==> src/rtl/joy_db9md_scan_if.sv <==
// Host-side handshake of the DB9 Megadrive scan sequencer: scan request,
// progress flags and the published button words.
interface joy_db9md_scan_if;
    logic        start;
    logic        busy;
    logic        done;
    logic [11:0] joystick1;
    logic [11:0] joystick2;
    logic        pad1_6btn;
    logic        pad2_6btn;

    modport master (
        output start,
        input  busy, done, joystick1, joystick2, pad1_6btn, pad2_6btn
    );

    modport slave (
        input  start,
        output busy, done, joystick1, joystick2, pad1_6btn, pad2_6btn
    );
endinterface

==> src/rtl/joy_db9md_scan.sv <==
// On-demand scan sequencer for the Megadrive DB9 splitter: walks both pads
// through eight select phases, classifies them and publishes button words.
module joy_db9md_scan #(
    parameter int SETTLE  = 16,
    parameter int MIN_GAP = 4096
) (
    input  logic             clk,
    input  logic             reset,
    input  logic [5:0]       joy_in,
    output logic             joy_mdsel,
    output logic             joy_split,
    joy_db9md_scan_if.slave  host
);

    localparam int SW = $clog2(SETTLE);
    localparam int GW = (MIN_GAP > 1) ? $clog2(MIN_GAP) : 1;

    typedef enum logic [1:0] {
        ST_IDLE,
        ST_GAP,
        ST_SCAN
    } state_t;

    state_t          state;
    state_t          state_nxt;
    logic            launch;
    logic            slot_end;
    logic            scan_end;

    logic            pending;
    logic [SW-1:0]   settle_cnt;
    logic            slot;
    logic [2:0]      phase;
    logic [GW-1:0]   gap_cnt;
    logic            done_r;

    logic [1:0][11:0] shadow;
    logic [1:0]       md;
    logic [1:0]       six;
    logic [1:0][11:0] joy_word;
    logic [1:0]       pad_six;

    always_ff @(posedge clk) begin
        if (reset) begin
            state <= ST_IDLE;
        end else begin
            state <= state_nxt;
        end
    end

    always_comb begin
        state_nxt = state;
        launch    = 1'b0;
        slot_end  = (state == ST_SCAN) && (settle_cnt == SW'(SETTLE - 1));
        scan_end  = slot_end && slot && (phase == 3'd7);
        unique case (state)
            ST_IDLE: begin
                if (host.start || pending) begin
                    state_nxt = ST_SCAN;
                    launch    = 1'b1;
                end
            end
            ST_SCAN: begin
                if (scan_end) begin
                    state_nxt = ST_GAP;
                end
            end
            ST_GAP: begin
                if (gap_cnt == '0) begin
                    state_nxt = ST_IDLE;
                end
            end
            default: state_nxt = ST_IDLE;
        endcase
    end

    // Slot/phase sequencing, request latching and the post-scan quiet window
    // that lets 6-button pads drop their select count.
    always_ff @(posedge clk) begin
        if (reset) begin
            pending    <= 1'b0;
            settle_cnt <= '0;
            slot       <= 1'b0;
            phase      <= 3'd0;
            gap_cnt    <= '0;
            done_r     <= 1'b0;
        end else begin
            pending <= !launch && (pending || host.start);
            done_r  <= scan_end;

            if (launch) begin
                settle_cnt <= '0;
                slot       <= 1'b0;
                phase      <= 3'd0;
            end else if (state == ST_SCAN) begin
                if (slot_end) begin
                    settle_cnt <= '0;
                    slot       <= ~slot;
                    if (slot) begin
                        phase <= phase + 3'd1;
                    end
                end else begin
                    settle_cnt <= settle_cnt + SW'(1);
                end
            end

            if (scan_end) begin
                gap_cnt <= GW'(MIN_GAP - 1);
            end else if ((state == ST_GAP) && (gap_cnt != '0)) begin
                gap_cnt <= gap_cnt - GW'(1);
            end
        end
    end

    // Pad identification: phase 1 grounds L/R on MD pads, phase 3 grounds
    // U/D/L/R on 6-button pads, phase 4 then presents Z/Y/X/Mode.
    always_ff @(posedge clk) begin
        if (reset) begin
            shadow   <= '0;
            md       <= '0;
            six      <= '0;
            joy_word <= '0;
            pad_six  <= '0;
        end else begin
            if (slot_end) begin
                case (phase)
                    3'd0: shadow[slot][5:0] <= ~joy_in;
                    3'd1: begin
                        if (joy_in[1:0] == 2'b00) begin
                            shadow[slot][7:6] <= ~joy_in[5:4];
                            md[slot]          <= 1'b1;
                        end else begin
                            shadow[slot][7:6] <= 2'b00;
                            md[slot]          <= 1'b0;
                        end
                    end
                    3'd3: six[slot] <= md[slot] && (joy_in[3:0] == 4'b0000);
                    3'd4: shadow[slot][11:8] <= six[slot] ? ~joy_in[3:0] : 4'b0000;
                    default: ;
                endcase
            end

            if (scan_end) begin
                joy_word <= shadow;
                pad_six  <= six;
            end
        end
    end

    assign joy_mdsel      = (state == ST_SCAN) ? ~phase[0] : 1'b1;
    assign joy_split      = (state == ST_SCAN) && slot;
    assign host.busy      = (state == ST_SCAN);
    assign host.done      = done_r;
    assign host.joystick1 = joy_word[0];
    assign host.joystick2 = joy_word[1];
    assign host.pad1_6btn = pad_six[0];
    assign host.pad2_6btn = pad_six[1];

endmodule

==> src/flat_wrapper.sv <==
// flat-port wrapper written by rule: the top's interface ports become plain ports
module joy_db9md_scan_flat 
#(
    parameter int SETTLE  = 16,
    parameter int MIN_GAP = 4096
)
  (clk, reset, joy_in, joy_mdsel, joy_split, host_start, host_busy, host_done, host_joystick1, host_joystick2, host_pad1_6btn, host_pad2_6btn);
  joy_db9md_scan_if host_i ();
  input  logic clk;
  input  logic reset;
  input  logic [5:0] joy_in;
  output logic joy_mdsel;
  output logic joy_split;
  input wire logic [$bits(host_i.start)-1:0] host_start;
  output wire logic [$bits(host_i.busy)-1:0] host_busy;
  output wire logic [$bits(host_i.done)-1:0] host_done;
  output wire logic [$bits(host_i.joystick1)-1:0] host_joystick1;
  output wire logic [$bits(host_i.joystick2)-1:0] host_joystick2;
  output wire logic [$bits(host_i.pad1_6btn)-1:0] host_pad1_6btn;
  output wire logic [$bits(host_i.pad2_6btn)-1:0] host_pad2_6btn;
  assign host_i.start = host_start;
  assign host_busy = host_i.busy;
  assign host_done = host_i.done;
  assign host_joystick1 = host_i.joystick1;
  assign host_joystick2 = host_i.joystick2;
  assign host_pad1_6btn = host_i.pad1_6btn;
  assign host_pad2_6btn = host_i.pad2_6btn;
  joy_db9md_scan #(.SETTLE(SETTLE), .MIN_GAP(MIN_GAP)) u_core (.clk(clk), .reset(reset), .joy_in(joy_in), .joy_mdsel(joy_mdsel), .joy_split(joy_split), .host(host_i));
endmodule
==> config.mk <==
export PLATFORM = sky130hd
export DESIGN_NAME = joy_db9md_scan_flat
export DESIGN_NICKNAME = d
export VERILOG_FILES = /design/src/rtl/joy_db9md_scan_if.sv /design/src/rtl/joy_db9md_scan.sv /design/src/flat_wrapper.sv
export SDC_FILE = /design/constraint.sdc
export NUM_CORES = 1
export LEC_CHECK = 0
export BUFFER_PORTS_ARGS = -buffer_cell sky130_fd_sc_hd__buf_2
export CAP_MARGIN = 20
export CORE_MARGIN = 5
export CORE_UTILIZATION = 57
export DETAILED_ROUTE_END_ITERATION = 10
export GPL_ROUTABILITY_DRIVEN = 0
export GPL_TIMING_DRIVEN = 0
export PLACE_DENSITY = 0.78
export SLEW_MARGIN = 20
export SYNTH_ARGS = -nofsm -noshare
export SYNTH_HDL_FRONTEND = slang
export SYNTH_SLANG_ARGS = --single-unit
==> constraint.sdc <==
create_clock -name clk -period 2.57 [get_ports clk]
set_input_delay 0.514 -clock clk [delete_from_list [all_inputs] [get_ports clk]]
set_output_delay 0.514 -clock clk [all_outputs]
set_load 0.01 [all_outputs]
# Word level (Yosys, flattened, before mapping)
# Index checks and enable logic that the tools add are counted.
# op_classes
eq_ne,10
n_reduce_logical,25
n_bitwise,8
n_addsub,3
magnitude_cmp,2
mux,31
# op_table
operator,n
24-bit bitwise mux,4
24-bit case mux with 3 select lines,1
12-bit demux with 1-bit select,3
12-bit 2-to-1 mux,3
24-bit 2-to-1 mux,1
12-bit logical NOT,1
12-bit nonzero test,1
12-bit by 1-bit subtractor with 12-bit output (second input constant),1
1-bit logical AND,8
1-bit 2-to-1 mux,8
2-bit 2-to-1 mux,4
4-bit 2-to-1 mux,2
8-bit 2-to-1 mux,1
2-bit AND reduction,4
3-bit equality test (second input constant),2
6-bit 2-to-1 mux,1
2-bit by 1-bit inequality test with 1-bit output (second input constant),3
6-bit NOT,1
2-bit case mux with 3 select lines,1
3-bit AND reduction,2
4-bit by 1-bit adder with 4-bit output (second input constant),1
4-bit equality test (second input constant),1
2-bit logical NOT,2
4-bit logical NOT,1
other kinds (20),22
# totals
wordCells,93
reg_bits,78

# Depth between registers and ports, before layout
# Gate-level depths: netlist (run 1).
# depth
word_depth,7
ltp_mapped,8
depth_no_buf,6

# Worst setup path before layout (run 1)
# OpenSTA, ideal clock, no wires.
# synth_timing
kind,reg2reg
from,register u_core.gap_cnt[7]
to,register u_core.gap_cnt[1]
path_stages_with_launch,6
required_ns,2.479
setup_time_ns,0.091
arrival_ns,1.898
slack_ns,0.581
period_less_slack_ns,1.989
cell_sequence,dfxtp_1 -> or4_4 -> or4_4 -> buf_6 -> and3_4 -> a311oi_1
# synth_between
elab_chain_cells,3
# synth_lines
item,line,text
from (decl),joy_db9md_scan.sv:34,logic [GW-1:0] gap_cnt;
from (signal assigned),joy_db9md_scan.sv:108,gap_cnt <= GW'(MIN_GAP - 1);
from (signal assigned),joy_db9md_scan.sv:110,gap_cnt <= gap_cnt - GW'(1);
12-bit nonzero test,joy_db9md_scan.sv:109,end else if ((state == ST_GAP) && (gap_cnt != '0)) begin
1-bit logical AND,joy_db9md_scan.sv:109,
2-bit nonzero test (no line),n/a,
# No other way between the ends.
# A chain may end at the register's enable or synchronous reset.

# Worst setup path in the final report (run 1)
# layout_timing
from,register u_core.phase[1]
to,register u_core.shadow[14] (netlist name)
# layout_between
elab_chain_cells,3
word_cells_on_any_way,6
# layout_lines
item,line,text
from (decl),joy_db9md_scan.sv:33,logic [2:0] phase;
from (signal assigned),joy_db9md_scan.sv:100,phase <= phase + 3'd1;
3-bit equality test (tied with other cells),joy_db9md_scan.sv:126,case (phase)
3-bit nonzero test (no line),n/a,
2-bit AND reduction (no line),n/a,
"to (signal, indexed assignment)",joy_db9md_scan.sv:127,3'd0: shadow[slot][5:0] <= ~joy_in;
"to (signal, indexed assignment)",joy_db9md_scan.sv:130,shadow[slot][7:6] <= ~joy_in[5:4];
"to (signal, indexed assignment)",joy_db9md_scan.sv:138,3'd4: shadow[slot][11:8] <= six[slot] ? ~joy_in[3:0] : 4'b0000;
to (decl),joy_db9md_scan.sv:37,logic [1:0][11:0] shadow;
# Parallel ways exist; a longest one is shown, timed or not.

==> results of run 1 <==
final timing paths:
path / start / end / slack (ns) / cells past startpoint
max: u_core.phase[1]$_SDFFE_PP0P_ / u_core.shadow[14]$_SDFFE_PP0P_ / 0.30 / 7
min: joy_in[4] / u_core.shadow[16]$_SDFFE_PP0P_ / 0.38 / 2
max reg2reg: u_core.phase[1]$_SDFFE_PP0P_ / u_core.shadow[14]$_SDFFE_PP0P_ / 0.30 / 7
min reg2reg: u_core.host.joystick1[8]$_SDFFE_PP0P_ / u_core.host.joystick1[8]$_SDFFE_PP0P_ / 0.45 / 2
worst register-to-register path, cell delays in order, from the launching register on:
cell      delay [ns]
dfxtp_1         0.36
inv_1           0.07
ha_1            0.18
or3b_2          0.48
nor4_2          0.36
clkbuf_1        0.42
nor2_1          0.08
a211oi_1        0.23
state kept, by name, indices dropped and copies added, names as in the netlist, named ones only:
register and count:
u_core.shadow 24, u_core.gap_cnt 12, u_core.host.joystick1 12, u_core.host.joystick2 12, u_core.settle_cnt 4, u_core.phase 3
u_core.pad_six 2, u_core.six 2, u_core.state 2, u_core.host.done 1, u_core.pending 1, u_core.slot 1
repair_timing:
action / in CTS / in global routing
endpoints found under the setup margin: 0 / 4
setup buffers: 0 / 0
resized for setup: 0 / 2
logic make-up (layout without fill, tap and decap cells):
group,Yosys count,after routing,share of synthesized area [%]
simple gates,155,155,22.8
flops,78,78,49.0
compound gates,72,72,14.2
buf+inv,35,88,4.36
mux,18,18,5.65
fa+ha+maj,8,8,3.14
xor+xnor,3,3,0.825
layout by cell type (no fill, tap or decap), types with 8 or more instances in the layout:
cell type | Yosys | routed
nand2_1 | 64 | 64
ha_1 | 8 | 8
nor2_1 | 45 | 45
mux2i_1 | 18 | 18
clkbuf_8 | 0 | 10
a211oi_1 | 17 | 17
inv_1 | 11 | 11
buf_2 | 0 | 37
a21oi_1 | 34 | 34
nor3_1 | 9 | 9
dfxtp_1 | 78 | 78
clkbuf_1 | 23 | 24
Yosys cell counts, types with 2 or more instances:
master	n
a31o_2	3
and4_1	2
a31oi_1	7
a21oi_1	34
nor4b_1	2
ha_1	8
and2_1	2
a211oi_1	17
xnor2_1	2
mux2i_1	18
nor3_1	9
nand4_1	7
inv_1	11
nand2_1	64
a311oi_1	4
or3_1	2
o21ai_0	2
o31ai_1	2
nand3_1	3
nand2b_1	2
nor4_1	4
o41ai_1	2
dfxtp_1	78
or4_4	2
clkbuf_1	23
nor2_1	45
report_power, final:
group | internal [µW] | switching (µW) | total, µW
registers | 1210 | 4.05 | 1210
logic | 15.2 | 45.7 | 60.9
clock network | 475 | 459 | 935
area by class of cell:
type / count / area share [%]
Buffer: 24 / 2.65
Clock buffer: 11 / 3.84
Multi-Input combinational cell: 256 / 40.9
Tap cell: 72 / 2.45
Timing Repair Buffer: 37 / 5.03
Clock inverter: 5 / 1.60
Inverter: 11 / 1.12
Sequential cell: 78 / 42.4
per-layer routing:
layer / vias up / wire (µm) / global-route usage, %
met5: - / 0 / 0
met2: 72 / 3330 / 33.4
li1: 1376 / - / -
met1: 1283 / 3480 / 28.3
met4: 0 / 174 / 8.49
met3: 13 / 352 / 6.18
stage by stage:
step | std cells | setup WS [ns] | total power (µW)
after floorplan | 369 | 0.581 | 1280
after global placement | 478 | 0.237 | 1300
after detailed placement | 478 | 0.218 | 1300
after CTS | 494 | 0.159 | 2220
after global routing | 494 | 0.135 | 2290
final | 494 | 0.297 | 2210
==> impl_metrics.csv, run 1 <==
group,metric,value,unit
outcome,outcome,"finished, final reports clean",
synthesis,syn_area_per_cell,8.64,µm²
synthesis,ys_seq_area_share,49.0,%
synthesis,yosys.area.top_type_share,49.0,%
layout,diodes,0,
worst_setup_path,critPathLaunchType,"flip-flop",
synthesis,ys_top_cells_by_area,"dfxtp_1 (49%), nand2_1 (7.5%), mux2i_1 (5.7%)",
layout,nNetsFinal,434,
power_and_ir_drop,p_leak,0.00138,µW
floorplan,die_h,84.8,µm
global_routing,grt_use_total,21.5,%
run,cap_violations,0,
cts,cts_tree,"built",
synthesis,synth_area_leader_cell,"dfxtp_1",
layout,postLayoutCoreUtil,67.3,%
worst_hold_path,min_path_type,"in2reg",
place,hpwl,5.29,mm
routing,routedWlPerCell,14.9,µm
synthesis,synthFlopType,"dfxtp_1",
cts,clkLatencyLatePin,0.36,ns
place,placed_cell_area,3470,µm²
power_and_ir_drop,powerDensity,600,nW/µm²
global_routing,grt_pass1_vias,2653,
worst_setup_path,worstPathCellList,"inv_1 > ha_1 > or3b_2 > nor4_2 > clkbuf_1 > nor2_1 > a211oi_1",
global_routing,grt_max_degree,14,
worst_setup_path,crit_slowest_cell,"or3b_2",
sta,fin_skew,0.00775,ns
worst_setup_path,cp.required,2.84,ns
sta,hold_viol,0,
routing,vias_per_cell,5.55,
layout,multi_input_area,1510,µm²
worst_setup_path,path_buf_inv,2,
global_routing,grt_pass1_wl,12.3,mm
routing,ant_nets,0,
sta,whs,0.376,ns
worst_setup_path,critPathKind,"reg2reg",
worst_setup_path,critical-path-max-stage-delay,0.48,ns
routing,firstDrtPassIters,4,
floorplan,row_count,27,
layout,register_area,1560,µm²
sta,max-slew-margin-rel,33.8,%
sta,slew_violations,0,
sta,finalSetupTns,0,ns
floorplan,ios,39,
synthesis,synth_edf_count,0,
synthesis,syn_nets,386,
floorplan,die-area,7190,µm²
worst_setup_path,worstPathMaxFanout,10,
routing,vias,2744,
cts,cts-buffers-inserted,9,
floorplan,core_region_area,5470,µm²
routing,drc,0,
cts,cts_buffer_depth,2,
place,portBuffers,37,
synthesis,synth_area,3190,µm²
sta,setup_viol,0,
synthesis,yosysWarningCount,0,
global_routing,grt_antenna_before_repair,0,
cts,cts_root_buf,"clkbuf_8",
routing,wl,7.34,mm
synthesis,synth_cells,369,
layout,drive_gt1_share,15.6,%
sta,fmax,0.440,GHz
layout,n_fill_cell,478,
worst_setup_path,crit_arrival,2.54,ns
sta,max_slew.worst_pin.slew,0.985,ns
cts,cts_sinks,78,
global_routing,gr-total-overflow,0,
sta,period_minus_slack,2.27,ns
floorplan,start_util,58.2,%
synthesis,ys_ff_latch,78,
cts,clkTransAtPathRegs,0.08,ns
cts,htreeDepth,3,
power_and_ir_drop,ir_drop,0.367,mV
worst_setup_path,end_kind,"flip-flop",
sta,rsz0062_at_grt,"no",
routing,drtIter0Drc,156,
layout,fin_area,3680,µm²
cts,ctsHoldBuffers,0,
sta,period_share,88.4,%
floorplan,dieWidth,84.8,µm
layout,area_growth,15.5,%
synthesis,synth-async-reset-ratio,0,%
worst_setup_path,cp_top_family,"simple AND/OR/NAND/NOR gates",
synthesis,synth_cell_types,40,
(Power assumes the default switching activity.)
==> run 2, diff against run 1 <==
--- a/config.mk
+++ b/config.mk
@@ -8,11 +8,12 @@
 export BUFFER_PORTS_ARGS = -buffer_cell sky130_fd_sc_hd__buf_2
 export CAP_MARGIN = 20
 export CORE_MARGIN = 5
-export CORE_UTILIZATION = 57
+export CORE_UTILIZATION = 60
+export CTS_BUF_LIST = sky130_fd_sc_hd__clkbuf_8
 export DETAILED_ROUTE_END_ITERATION = 10
 export GPL_ROUTABILITY_DRIVEN = 0
 export GPL_TIMING_DRIVEN = 0
-export PLACE_DENSITY = 0.78
+export PLACE_DENSITY = 0.82
 export SLEW_MARGIN = 20
 export SYNTH_ARGS = -nofsm -noshare
 export SYNTH_HDL_FRONTEND = slang
==> run 2 against run 1 <==
  * Design area decreased by 0.14%
  * Sequential cell count is the same
  * Die area decreased by 4.4%
  * Largest cell class unchanged
  * Clock power rose by 1%
  * Critical path type unchanged
  * Non-clock buffer count unchanged
  * Highest routed layer unchanged
  * Cell count is 0.40% lower
  * Critical path depth is the same
  * Register-to-register slack worse by 0.06 ns
  * Worst setup slack got worse by 0.065 ns
  * Count of clock-buffer cells in the layout is 2 lower
  * Core utilization up 4.3 points
  * First-iteration DRC count grew 7.1%
==> impl_metrics.csv, run 2 (synthesis results as in run 1) <==
group,metric,value,unit
place,hpwl,5.37,mm
worst_setup_path,critical-path-max-stage-delay,0.48,ns
worst_setup_path,worstPathMaxFanout,10,
place,placed_cells,476,
cts,clkLatencyLatePin,0.36,ns
worst_setup_path,crit_slowest_cell,"or3b_2",
routing,drc,0,
routing,vias_per_cell,5.71,
routing,drtIter0Drc,167,
global_routing,grt_antenna_before_repair,0,
layout,diodes,0,
layout,final_common_cell,"dfxtp_1",
sta,setup_viol,0,
routing,firstDrtPassIters,5,
global_routing,grt_max_degree,16,
cts,clkTransAtPathRegs,0.09,ns
cts,cts_root_buf,"clkbuf_8",
routing,ant_nets,0,
layout,postLayoutCoreUtil,71.5,%
floorplan,row_count,26,
worst_setup_path,critPathLaunchType,"flip-flop",
cts,cts_tree,"built",
sta,rsz0062_at_grt,"no",
floorplan,core_region_area,5140,µm²
layout,largest_reg_flops,24,
worst_hold_path,min_path_type,"in2reg",
cts,cts_buffer_depth,2,
worst_setup_path,path_buf_inv,2,
worst_setup_path,cp_top_family,"simple AND/OR/NAND/NOR gates",
worst_setup_path,end_kind,"flip-flop",
worst_setup_path,crit_arrival,2.61,ns
power_and_ir_drop,powerDensity,605,nW/µm²
layout,top_register,"u_core.shadow",
sta,fin_skew,0.00497,ns
sta,finalSetupTns,0,ns
worst_setup_path,cp.required,2.85,ns
routing,routedWlPerCell,15.3,µm
layout,area_growth,15.4,%
routing,vias,2808,
floorplan,die_h,82.9,µm
layout,final_cell_count_no_fill,492,
floorplan,die-area,6870,µm²
cts,htreeDepth,3,
floorplan,start_util,62.0,%
cts,post_cts_buffers,0,
power_and_ir_drop,ir_drop,0.379,mV
outcome,outcome,"finished, final reports clean",
layout,drive_gt1_share,15.6,%
cts,cts_sinks,78,
layout,n_fill_cell,435,
global_routing,grt_pass1_vias,2628,
place,portBuffers,37,
global_routing,gr-total-overflow,0,
cts,cts-buffers-inserted,9,
worst_setup_path,critPathKind,"reg2reg",
routing,wl,7.55,mm
floorplan,ios,39,
floorplan,dieWidth,82.9,µm
sta,hold_viol,0,
sta,slew_violations,0,
sta,period_share,91.0,%
power_and_ir_drop,p_leak,0.00139,µW
global_routing,grt_use_total,22.3,%
worst_setup_path,worstPathCellList,"inv_1 > ha_1 > or3b_2 > nor4_1 > clkbuf_1 > nor2_1 > a211oi_1",
run,cap_violations,0,
sta,max_slew.worst_pin.slew,0.949,ns
global_routing,grt_pass1_wl,12.6,mm
sta,period_minus_slack,2.34,ns
sta,fmax,0.428,GHz
layout,nNetsFinal,434,
layout,mostFrequentLayoutCells,"dfxtp_1 (78), nand2_1 (64), nor2_1 (45)",
sta,max-slew-margin-rel,36.2,%
## run 2: worst paths after layout
| check | start | to | slack (ns) | cells past startpoint |
|---|---|---|---|---|
| hold / removal | joy_in[5] | u_core.shadow[17]$_SDFFE_PP0P_ | 0.38 | 2 |
| hold reg to reg | u_core.host.joystick1[3]$_SDFFE_PP0P_ | u_core.host.joystick1[3]$_SDFFE_PP0P_ | 0.45 | 2 |
| setup / recovery | u_core.phase[1]$_SDFFE_PP0P_ | u_core.shadow[15]$_SDFFE_PP0P_ | 0.23 | 7 |
| setup reg to reg | u_core.phase[1]$_SDFFE_PP0P_ | u_core.shadow[15]$_SDFFE_PP0P_ | 0.23 | 7 |
## run 2: metal layers
metal  up-vias  routed length [µm]  global-route usage (%)
li1       1387                   -                       -
met5         -                   0                       0
met1      1304                3340                    29.5
met3        17                 502                    3.96
met2       100                3560                    34.9
met4         0                 152                    11.0
## run 2: cell type report
cell class	instances	area, µm²	share of cell area, %
tap	70	87.6	2.38
clock buffer	9	124	3.37
multi-input combinational	256	1500	40.8
timing repair buffer	37	185	5.04
buffer	24	97.6	2.65
sequential	78	1560	42.5
clock inverter	7	80.1	2.18
inverter	11	41.3	1.12
## run 2: repair_timing
item,in CTS,in global routing
endpoints found under the setup margin,0,4
gates resized for setup,0,1
hold buffers,0,0
## run 2: per-stage QoR
step	instance area (µm²)	power [µW]	setup slack (ns)	hold slack (ns)
floorplan	3190	1280	0.581	0.436
global placement	3460	1300	0.264	0.436
detailed placement	3470	1300	0.184	0.441
CTS	3670	2220	0.112	0.372
global route	3680	2310	0.00968	0.367
finish	3680	2220	0.232	0.378
## run 2: worst register-to-register path, cell delays in order, from the launching register on
cell and delay (ns):
dfxtp_1 0.36, inv_1 0.07, ha_1 0.18, or3b_2 0.48, nor4_1 0.44, clkbuf_1 0.43
nor2_1 0.08, a211oi_1 0.21
## run 2: where the power goes
part | leakage [µW] | total [µW] | switching [µW] | internal (µW)
registers | 0.000629 | 1210 | 4.40 | 1210
logic | 0.000661 | 60.7 | 45.6 | 15.1
clock network | 0.0000964 | 947 | 489 | 458
total | 0.00139 | 2220 | 539 | 1680
